==> config.mk <==
export PLATFORM = sky130hd
export DESIGN_NAME = rop3_stream
export DESIGN_NICKNAME = d
export VERILOG_FILES = /design/src/rtl/rop3_stream.sv
export SDC_FILE = /design/constraint.sdc
export NUM_CORES = 1
export LEC_CHECK = 0
export BUFFER_PORTS_ARGS = -buffer_cell sky130_fd_sc_hd__buf_2
export CAP_MARGIN = 5
export CORE_ASPECT_RATIO = 1.4
export CORE_MARGIN = 5
export CORE_UTILIZATION = 60
export DETAILED_ROUTE_END_ITERATION = 8
export MAX_ROUTING_LAYER = met4
export PLACE_DENSITY = 0.85
export SETUP_SLACK_MARGIN = 0.1
export SLEW_MARGIN = 0
export SYNTH_ARGS = -nofsm -noshare
export SYNTH_HDL_FRONTEND = slang
export SYNTH_SLANG_ARGS = --single-unit
==> constraint.sdc <==
create_clock -name clk -period 4.5 [get_ports clk]
set_clock_uncertainty 0.05 [all_clocks]
set_input_delay 0.9 -clock clk [delete_from_list [all_inputs] [get_ports clk]]
set_output_delay 0.9 -clock clk [all_outputs]
set_load 0.05 [all_outputs]
==> src/rtl/rop3_stream.sv <==
// Streaming ROP3 engine: per-bit result = mode[{P,S,D}], framed, 2-stage valid/ready.
// Optional word_cnt statistics port enabled with ROP3_STATS_EN.
module rop3_stream #(
   parameter int N     = 8,
   parameter int LEN_W = 16
) (
   input  logic             clk,
   input  logic             rst,
   input  logic             start,
   input  logic [7:0]       mode,
   input  logic [LEN_W-1:0] len,
   output logic             busy,
   output logic             done,
   input  logic             in_valid,
   output logic             in_ready,
   input  logic [N-1:0]     P,
   input  logic [N-1:0]     S,
   input  logic [N-1:0]     D,
   output logic             out_valid,
   input  logic             out_ready,
   output logic [N-1:0]     result,
`ifdef ROP3_STATS_EN
   output logic             out_last,
   output logic [LEN_W-1:0] word_cnt
`else
   output logic             out_last
`endif
);

   typedef enum logic [1:0] {IDLE, RUN, FLUSH} state_t;

   state_t           state_q, state_d;
   logic [7:0]       mode_q, mode_d;
   logic [LEN_W-1:0] len_q, len_d;
   logic [LEN_W-1:0] acc_q, acc_d;
   logic [LEN_W-1:0] acc_inc;
   logic             done_q, done_d;
   logic             v1_q, v1_d;
   logic             last1_q, last1_d;
   logic [N-1:0]     pat1_q, pat1_d;
   logic [N-1:0]     src1_q, src1_d;
   logic [N-1:0]     dst1_q, dst1_d;
   logic             v2_q, v2_d;
   logic             last2_q, last2_d;
   logic [N-1:0]     res_q, res_d;
   logic [N-1:0]     rop_res;
   logic             s1_adv;
   logic             accept;
`ifdef ROP3_STATS_EN
   logic [LEN_W-1:0] cnt_q, cnt_d;
`endif

   always_comb begin
      rop_res = '0;
      for (int i = 0; i < N; i++) begin
         rop_res[i] = mode_q[{pat1_q[i], src1_q[i], dst1_q[i]}];
      end
   end

   always_comb begin
      s1_adv   = !v2_q || out_ready;
      acc_inc  = acc_q + 1'b1;
      in_ready = (state_q == RUN) && (acc_q < len_q) && (!v1_q || s1_adv);
      accept   = in_valid && in_ready;

      state_d = state_q;
      mode_d  = mode_q;
      len_d   = len_q;
      acc_d   = acc_q;
      done_d  = 1'b0;
      v1_d    = v1_q;
      last1_d = last1_q;
      pat1_d  = pat1_q;
      src1_d  = src1_q;
      dst1_d  = dst1_q;
      v2_d    = v2_q;
      last2_d = last2_q;
      res_d   = res_q;
`ifdef ROP3_STATS_EN
      cnt_d   = cnt_q;
      if (v2_q && out_ready) cnt_d = cnt_q + 1'b1;
`endif

      unique case (state_q)
         IDLE: begin
            if (start) begin
               mode_d = mode;
               len_d  = len;
               acc_d  = '0;
`ifdef ROP3_STATS_EN
               cnt_d  = '0;
`endif
               if (len == '0) done_d = 1'b1;
               else           state_d = RUN;
            end
         end
         RUN: begin
            if (accept) begin
               acc_d = acc_inc;
               if (acc_inc == len_q) state_d = FLUSH;
            end
         end
         FLUSH: begin
            if (v2_q && out_ready && last2_q) begin
               state_d = IDLE;
               done_d  = 1'b1;
            end
         end
         default: state_d = IDLE;
      endcase

      // Stage 1 drains into stage 2 whenever the output slot frees up
      if (accept) begin
         v1_d    = 1'b1;
         pat1_d  = P;
         src1_d  = S;
         dst1_d  = D;
         last1_d = (acc_inc == len_q);
      end else if (v1_q && s1_adv) begin
         v1_d = 1'b0;
      end

      if (s1_adv) begin
         v2_d    = v1_q;
         last2_d = v1_q && last1_q;
         if (v1_q) res_d = rop_res;
      end
   end

   always_ff @(posedge clk or posedge rst) begin
      if (rst) begin
         state_q <= IDLE;
         mode_q  <= '0;
         len_q   <= '0;
         acc_q   <= '0;
         done_q  <= 1'b0;
         v1_q    <= 1'b0;
         last1_q <= 1'b0;
         pat1_q  <= '0;
         src1_q  <= '0;
         dst1_q  <= '0;
         v2_q    <= 1'b0;
         last2_q <= 1'b0;
         res_q   <= '0;
`ifdef ROP3_STATS_EN
         cnt_q   <= '0;
`endif
      end else begin
         state_q <= state_d;
         mode_q  <= mode_d;
         len_q   <= len_d;
         acc_q   <= acc_d;
         done_q  <= done_d;
         v1_q    <= v1_d;
         last1_q <= last1_d;
         pat1_q  <= pat1_d;
         src1_q  <= src1_d;
         dst1_q  <= dst1_d;
         v2_q    <= v2_d;
         last2_q <= last2_d;
         res_q   <= res_d;
`ifdef ROP3_STATS_EN
         cnt_q   <= cnt_d;
`endif
      end
   end

   assign busy      = (state_q != IDLE);
   assign done      = done_q;
   assign out_valid = v2_q;
   assign result    = res_q;
   assign out_last  = last2_q;
`ifdef ROP3_STATS_EN
   assign word_cnt  = cnt_q;
`endif

endmodule

# Word-level counts from Yosys, hierarchy flattened

Cells that the tools add are included.

$add $sub $neg: 1
Magnitude comparators: 9
Reductions and logical operators: 20
Bitwise logic cells: 0
Multiply operators: 0
Shifts and indexed selects: 0
Muxes and demuxes: 31
Eq/ne operators: 8
Div/mod/pow operators: 0

Operators with widths:

| cell                                                                  | count |
|---|---|
| 3-bit by 4-bit < comparator with 1-bit output (second input constant) | 8 |
| 16-bit two-way mux                                                    | 2 |
| 16-bit one-hot mux with 2 select lines                                | 1 |
| 1-bit binary-select mux with 3-bit select                             | 8 |
| 16-bit by 1-bit adder with 16-bit output (second input constant)      | 1 |
| 16-bit == test                                                        | 1 |
| 16-bit logical NOT                                                    | 1 |
| 16-bit < comparator                                                   | 1 |
| 1-bit two-way mux                                                     | 13 |
| 2-bit two-way mux                                                     | 5 |
| 2-bit != test (second input constant)                                 | 4 |
| 1-bit logical AND                                                     | 7 |
| 2-bit one-hot mux with 3 select lines                                 | 1 |
| 2-bit nonzero test                                                    | 3 |
| 5-bit AND reduction                                                   | 1 |
| 2-bit AND reduction                                                   | 2 |
| 3-bit AND reduction                                                   | 1 |
| 2-bit by 1-bit == test with 1-bit output (second input constant)      | 1 |
| 2-bit == test (second input constant)                                 | 1 |
| 1-bit logical NOT                                                     | 2 |
| 2-bit logical NOT                                                     | 1 |
| 1-bit logical OR                                                      | 2 |
| 2-bit by 1-bit != test with 1-bit output (second input constant)      | 1 |
| 1-bit one-hot mux with 2 select lines                                 | 1 |

Word-level logic and storage cells: 82
RAM bits: 0
ROM bits: 0
Memories kept: 0
Bits in latches: 0
Register bits: 79
Output and inout bits: 13
Input bits: 53

# Logic depth before layout (Yosys ltp)

Gate-level depths: netlist of run 1.

Word-level depth: 7
Mapped depth: 10

# Worst setup path after synthesis of run 1

Ideal clock, no wire load.

Path kind: flip-flop to output port
Start point: register acc_q[1]
End point: output in_ready
Arrival time: 1.981 ns
Cell stages (with the launch flop): 8
Required time: 3.550 ns
Buffers on the path: 0
Path slack: 1.569 ns
Cell sequence: dfrtp_1 > ha_1 > nor2b_1 > o211ai_1 > a2111oi_0 > nor4_1 > nor2_1 > nor2_1

Longest elaborated chain between the ends: 3

Ends and longest elaborated chain:

| item                            | line | text |
|---|---|---|
| start, declared                 | 35   | `logic [LEN_W-1:0] acc_q, acc_d;` |
| start signal, assigned          | 135  | `acc_q <= '0;` |
| start signal, assigned          | 152  | `acc_q <= acc_d;` |
| 16-bit < comparator             | 63   | `in_ready = (state_q == RUN) && (acc_q < len_q) && (!v1_q \|\| s1_adv);` |
| 1-bit logical AND (2 in series) | 63   |  |
| end, declared                   | 15   | `output logic in_ready,` |

Every way passes these cells.

# Worst setup path in the final report of run 1

Start point: register acc_q[10]
End point: output in_ready

Same word-level chain as after synthesis.

==> results of run 1 <==
[kinds of logic after synthesis]
group,count (synthesis)
AND/OR/NAND/NOR,146
AO/OA/AOI/OAI,88
flip-flops,79
multiplexers,50
buffers and inverters,45
XOR/XNOR,19
adder cells (fa/ha/maj),17
[layer usage]
layer  vias to the layer above  wire length, um
met2                       165             5810
li1                       1766                -
met1                      1830             4400
met5                         -                0
met3                        35              620
met4                         0              391
[worst register-to-register path, delay by kind of cell (launching register included)]
family          cells  cell delay [ns]
compound gates      2             0.46
fa+ha+maj           1             0.27
buf+inv             1             0.12
flops               1             0.38
mux                 1             0.37
simple gates        3             1.38
[sequential cells by signal, indices dropped and copies added, names as in the netlist]
signal,count
acc_q,16
len_q,16
dst1_q,8
mode_q,8
pat1_q,8
result,8
src1_q,8
state_q,2
done,1
last1_q,1
out_last,1
out_valid,1
v1_q,1
[power by group through the flow]
stage | clock network, W | registers [W] | logic [W]
after global routing | 0.000518 | 0.00102 | 0.000732
after CTS | 0.000486 | 0.000992 | 0.000670
after global placement | 0 | 0.000996 | 0.000640
after floorplan | 0 | 0.00107 | 0.000421
after detailed placement | 0 | 0.00101 | 0.000668
final | 0.000474 | 0.000994 | 0.000664
[placed cells by master, fill, tap and decap left out, types with 11 or more instances in the layout]
| master | n |
|---|---|
| xnor2_1 | 14 |
| ha_1 | 17 |
| o21ai_0 | 33 |
| buf_2 | 65 |
| nand2_1 | 61 |
| dfrtp_1 | 79 |
| nor3_1 | 11 |
| inv_1 | 25 |
| mux4_2 | 16 |
| nor2_1 | 13 |
| nand3_1 | 14 |
| nor4_1 | 14 |
| mux2_1 | 24 |
[worst max path at each step]
stage	to	slack, ns	depth (start not counted)
4_1_cts	in_ready	1.08	8
3_5_place_dp	src1_q[5]	1.25	7
6_report	in_ready	1.10	8
5_1_grt	in_ready	0.90	8
2_1_floorplan	acc_q[0]	1.53	1
3_3_place_gp	pat1_q[7]	1.31	7
[area by class of cell]
cell class	count	area (um^2)	area share (%)
timing repair buffer	69	355	6.91
tap	97	121	2.36
sequential	79	1980	38.4
multi-input combinational	320	2420	47.1
clock buffer	10	138	2.68
inverter	26	97.6	1.90
clock inverter	5	33.8	0.657
[through the flow]
stage,instance area [um^2],power [W]
after floorplan,4600,0.00149
after detailed placement,4970,0.00167
after CTS,5140,0.00215
final,5140,0.00213
after global placement,4970,0.00164
after global routing,5140,0.00227
==> flow_summary.toml, run 1 <==
[synth]
largest_family_of_logic_cells_by_synthesized_area = "multiplexers"
yosys.area.top_type_share_pct = 43.0
postSynth.topFlopCell = "dfrtp_1"
synth_area_leaders = "dfrtp_1 (43%), mux4_2 (7.8%), mux2_1 (5.9%)"
synth-warning-count = 0
synth_seq_cells = 79
synth_edf_count = 0
synth_cell_type_count = 53
synth_compound_area_share_pct = 12.7
yosysSeqAreaShare_pct = 43.0
syn-cell-area_um2 = 4600
average_cell_area_after_synthesis_um2 = 10.4
muxShareOfSynthArea_pct = 15.9
synth_top_cell_by_area = "dfrtp_1"
yosysMostFrequentCell = "dfrtp_1"
synthesized_nets = 514
fraction_of_registers_with_async_set_or_reset_after_synthesis_pct = 100
simple_gate_share_of_the_synthesized_area_pct = 15.9
postSynthCellCount = 444
post_synth_xor_area_fraction_pct = 3.62
post_synth_fa_ha_maj_area_fraction_pct = 4.63
synthTopCellsByCount = "dfrtp_1 (79), nand2_1 (61), o21ai_0 (33), inv_1 (26), mux2_1 (24)"

[clock_tree]
hold_buffers = 0
cts_buffers = 9
htree_levels = 3
worst_skew_pair.late_latency_ns = 0.37
cts_buffer_depth = 2
cts.repair_timing.setup_buffer_count = 0
cts_sinks = 79
cts_resized = 0
cts.root.buffer_cell = "clkbuf_8"
clk_pin_slew_worst_paths_ns = 0.08
tritoncts = "done"

[worst_setup_path]
regToRegSetupSlack_ns = 1.37
crit_buf_inv = 2
timing.rr.end = "pat1_q[4]"
timing.critical_path.arrival_ns = 2.45
required_ns = 3.55
timing_worst_setup_path_type = "reg2out"
crit_path_top_delay_cell = "dfrtp_1"
critPathLaunch = "acc_q[10]"
r2r_path_start = "len_q[13]"
timing.critical_path.slowest_cell_delay_ns = 0.50
worst_setup_path_end_kind = "primary output"
critical_path_s_top_delay_family = "flip-flops"
timing.reg2reg.worst_path_depth = 8
highest_net_fanout_along_the_worst_path = 8
cp_common_cell = "nor2_1"
path_cells = "ha_1 -> nand4_1 -> a2111oi_0 -> buf_4 -> nor4_1 -> nor2_1 -> nor2_1 -> buf_2"
critical_path_launch_point_type = "register"

[sta]
final_min_period_over_clock_period_pct = 75.6
hold_slack_ns = 0.438
finalWorstPathRequiredPeriod_ns = 3.40
report.final.hold_viol_count = 0
timing_max_transition_violations_final = 0
relSlewSlack_pct = 52.0
worst_slew_pin_slew_ns = 0.713
setup_slack_ns = 1.10
fin_setup_tns_ns = 0
setup_viol = 0
max_freq_mhz = 294
rsz0062_at_grt = "false"

[worst_hold_path]
min_to = "result[4]"
worst_hold_path_type = "reg2reg"
worst_hold_startpoint = "result[4]"
min_path_cells = 2

[final_layout]
final_layout_size_suffix_gt1_share_pct = 20.8
final_cells = 606
design.final.nets = 575
diodes = 0
final_core_util_pct = 69.5
area_delta_synth_final_pct = 12.0
n_fill_cell = 573

[grt]
grtUsageTotal_pct = 25.5
grt_util_met3_pct = 4.48
gr-usage-met1_pct = 29.5
grt_pass1_vias = 3820
grt_overflow_total = 0
grt.met2_usage_pct = 43.4
grt-busiest-layer = "met2"
number_of_antenna_violations_at_the_first_check_in_global_routing = 0
grt_first_pass_wirelength_mm = 18.6
grt_start_max_net_pins = 56

[die]
core_region_area_um2 = 7410
initial_utilization_pct = 62.0
floorplan.rows = 37
die_x_um = 84.0
floorplan.die_area_um2 = 9530
io_pins = 66
fp.dieH_um = 114

[pwr]
netSwitchingPower_w = 0.000802
power.switching_fraction_pct = 37.6
p_leak_nw = 2.27
p_comb_share_pct = 31.2
internal_power_w = 0.00133
power.density_cell_area_nw_per_um2 = 414
clkPwrFrac_pct = 22.2
sequentialPowerShare_pct = 46.6
peakVddDrop_v = 0.000265

[route]
dr.first_iter.drc_count = 229
first_drt_pass_iteration_count = 5
routed-via-count = 3796
post_drt_via_cell_ratio = 6.26
drcViolationCount = 0
wl_per_cell_um = 18.5
postRouteAntennaNets = 0
drt_wl_total_mm = 11.2

[placement]
place_ws_ns = 1.25
gpl.final_weighted_congestion = 0.964
dpl.cell_count = 591
post-dp-hpwl_mm = 8.54
io_buffer_count = 65

[outcome]
outcome = "complete, no violations"

[run]
cap_viol_max_count = 0
Note: power is estimated with default switching activity, not from simulation.
==> inputs of run 2 (changes only) <==
--- a/config.mk
+++ b/config.mk
@@ -5,14 +5,15 @@
 export SDC_FILE = /design/constraint.sdc
 export NUM_CORES = 1
 export LEC_CHECK = 0
+export ABC_AREA = 1
 export BUFFER_PORTS_ARGS = -buffer_cell sky130_fd_sc_hd__buf_2
 export CAP_MARGIN = 5
 export CORE_ASPECT_RATIO = 1.4
 export CORE_MARGIN = 5
-export CORE_UTILIZATION = 60
+export CORE_UTILIZATION = 58
 export DETAILED_ROUTE_END_ITERATION = 8
 export MAX_ROUTING_LAYER = met4
-export PLACE_DENSITY = 0.85
+export PLACE_DENSITY = 0.83
 export SETUP_SLACK_MARGIN = 0.1
 export SLEW_MARGIN = 0
 export SYNTH_ARGS = -nofsm -noshare
==> constraint.sdc (replaced) <==
create_clock -name clk -period 3.2 [get_ports clk]
set_clock_uncertainty 0.05 [all_clocks]
set_input_delay 0.64 -clock clk [delete_from_list [all_inputs] [get_ports clk]]
set_output_delay 0.64 -clock clk [all_outputs]
set_load 0.05 [all_outputs]
==> run 2 against run 1 <==
- cell area is 5.3% higher
- sequential share of layout area is 1.9 points lower
- non-clock buffer count is 1 higher
- largest cell class unchanged
- highest routed layer unchanged
==> flow_summary.toml, run 2 <==
[placement]
gpl.final_weighted_congestion = 0.957
io_buffer_count = 65
post-dp-hpwl_mm = 9.43
dpl.cell_count = 801

[die]
die_x_um = 86.2
floorplan.rows = 39
core_region_area_um2 = 8050
io_pins = 66
fp.dieH_um = 117
initial_utilization_pct = 58.5
floorplan.die_area_um2 = 10100

[worst_setup_path]
required_ns = 2.51
highest_net_fanout_along_the_worst_path = 6
timing.critical_path.arrival_ns = 2.17
worst_setup_path_end_kind = "primary output"
path_cells = "ha_1 -> a21oi_1 -> nor2_1 -> nor3_1 -> nand2_1 -> nand2_1 -> nand3_2 -> nor2_2 -> buf_2"
crit_buf_inv = 1
cp_common_cell = "nand2_1"
timing.critical_path.slowest_cell_delay_ns = 0.43
critical_path_s_top_delay_family = "simple AND/OR/NAND/NOR gates"
crit_path_top_delay_cell = "dfrtp_1"
critical_path_launch_point_type = "register"
timing_worst_setup_path_type = "reg2out"

[route]
postRouteAntennaNets = 0
dr.first_iter.drc_count = 265
routed-via-count = 4628
first_drt_pass_iteration_count = 5
drcViolationCount = 0
wl_per_cell_um = 16.0
post_drt_via_cell_ratio = 5.66
drt_wl_total_mm = 13.0

[synth]
synth_edf_count = 0
synthTopCellsByCount = "nand2_1 (230), dfrtp_1 (79), inv_1 (55), nor2_1 (52), nand3_1 (51)"
yosysMostFrequentCell = "nand2_1"
yosys.area.top_type_share_pct = 42.0
postSynthCellCount = 653
syn-cell-area_um2 = 4710
synth_top_cell_by_area = "dfrtp_1"
synth_seq_cells = 79
synth-warning-count = 0
fraction_of_registers_with_async_set_or_reset_after_synthesis_pct = 100
yosysSeqAreaShare_pct = 42.0
average_cell_area_after_synthesis_um2 = 7.22
synth_cell_type_count = 36
synthesized_nets = 723
synth_area_leaders = "dfrtp_1 (42%), nand2_1 (18%), nand3_1 (5.4%)"
postSynth.topFlopCell = "dfrtp_1"

[pwr]
power.density_cell_area_nw_per_um2 = 565
peakVddDrop_v = 0.000355
p_leak_nw = 2.78

[sta]
fin_setup_tns_ns = 0
relSlewSlack_pct = 55.2
max_freq_mhz = 350
finalWorstPathRequiredPeriod_ns = 2.86
setup_viol = 0
timing_max_transition_violations_final = 0
worst_slew_pin_slew_ns = 0.672
final_min_period_over_clock_period_pct = 89.3
rsz0062_at_grt = "false"
report.final.hold_viol_count = 0

[grt]
grtUsageTotal_pct = 27.9
grt_overflow_total = 0
grt_start_max_net_pins = 56
number_of_antenna_violations_at_the_first_check_in_global_routing = 0
grt_first_pass_wirelength_mm = 21.2
grt_pass1_vias = 4542

[final_layout]
final_cells = 817
area_delta_synth_final_pct = 15.0
design.final.nets = 780
layout_commonest_cell = "nand2_1"
final_layout_size_suffix_gt1_share_pct = 14.3
diodes = 0
final_cell_mix = "nand2_1 (230), dfrtp_1 (79), buf_2 (65)"
reg_top3 = "acc_q (16), len_q (16)"

[clock_tree]
cts_resized = 0
cts_buffer_depth = 2
clk_pin_slew_worst_paths_ns = 0.06
worst_skew_pair.late_latency_ns = 0.34
tritoncts = "done"
cts_buffers = 9
cts_sinks = 79
htree_levels = 3
hold_buffers = 0
cts.root.buffer_cell = "clkbuf_16"
cts.repair_timing.setup_buffer_count = 0

[outcome]
outcome = "complete, no violations"

[worst_hold_path]
worst_hold_path_type = "in2async"

[run]
cap_viol_max_count = 0
-- run 2: cell count changes in the layout (fill, tap and decap cells not counted), sizes merged, moves of 8 or more --
cell,change
mux4,-16
nand2,+173
nor2,+44
nand3,+38
nor3,-8
o21ai,+15
xnor2,-13
inv,+30
a22o,-8
mux2i,-9
a21oi,+17
o311ai,+8
nor4,-10
mux2,-25
-- run 2: kinds of logic (layout without fill, tap and decap cells) --
logic type	after synthesis	in the layout	share of synthesized area (%)
fa+ha+maj	17	17	4.51
flops	79	79	42.0
compound gates	103	103	12.7
xor+xnor	4	4	0.744
buf+inv	83	145	6.96
simple gates	367	367	33.1
-- run 2: final cells by class --
class                           instances  area (um^2)
Clock inverter                          6         67.6
Sequential cell                        79         1980
Fill cell                             683         2630
Inverter                               59          221
Tap cell                              102          128
Clock buffer                           10          239
Multi-Input combinational cell        491         2410
Timing Repair Buffer                   70          375
-- run 2: routing by layer --
metal,up-vias,track usage [%],wire (um)
li1,2255,-,-
met1,2163,29.9,4870
met2,175,49.6,6970
met3,35,2.96,691
met4,0,16.6,522
met5,-,-,0
-- run 2: final timing paths --
check | from | endpoint | slack (ns) | depth (start not counted)
max in group asynchronous | rst | dst1_q[0] | 2.08 | 3
worst max register to register | acc_q[5] | acc_q[4] | 0.77 | 12
worst max-delay path | acc_q[5] | in_ready | 0.34 | 9
worst min register to register | result[0] | result[0] | 0.42 | 2
min in group clk | result[0] | result[0] | 0.42 | 2
worst min-delay path | rst | len_q[2] | 0.31 | 2
-- run 2: power breakdown --
| group | internal, W | total, W | switching, W |
|---|---|---|---|
| Clock | 0.000630 | 0.00106 | 0.000430 |
| Combinational | 0.000238 | 0.000736 | 0.000498 |
| Sequential | 0.00112 | 0.00127 | 0.000143 |
-- run 2: through the flow --
step                setup slack [ns]  utilization [%]  instance area, um^2  hold slack (ns)  power, W
CTS                            0.330             67.3                 5420            0.324   0.00307
detailed placement             0.699             63.5                 5110            0.412   0.00201
global route                   0.216             67.3                 5420            0.373   0.00322
global placement               0.709             63.5                 5110            0.409   0.00197
floorplan                      0.487                -                 4710            0.401   0.00180
finish                         0.342             67.3                 5420            0.314   0.00306
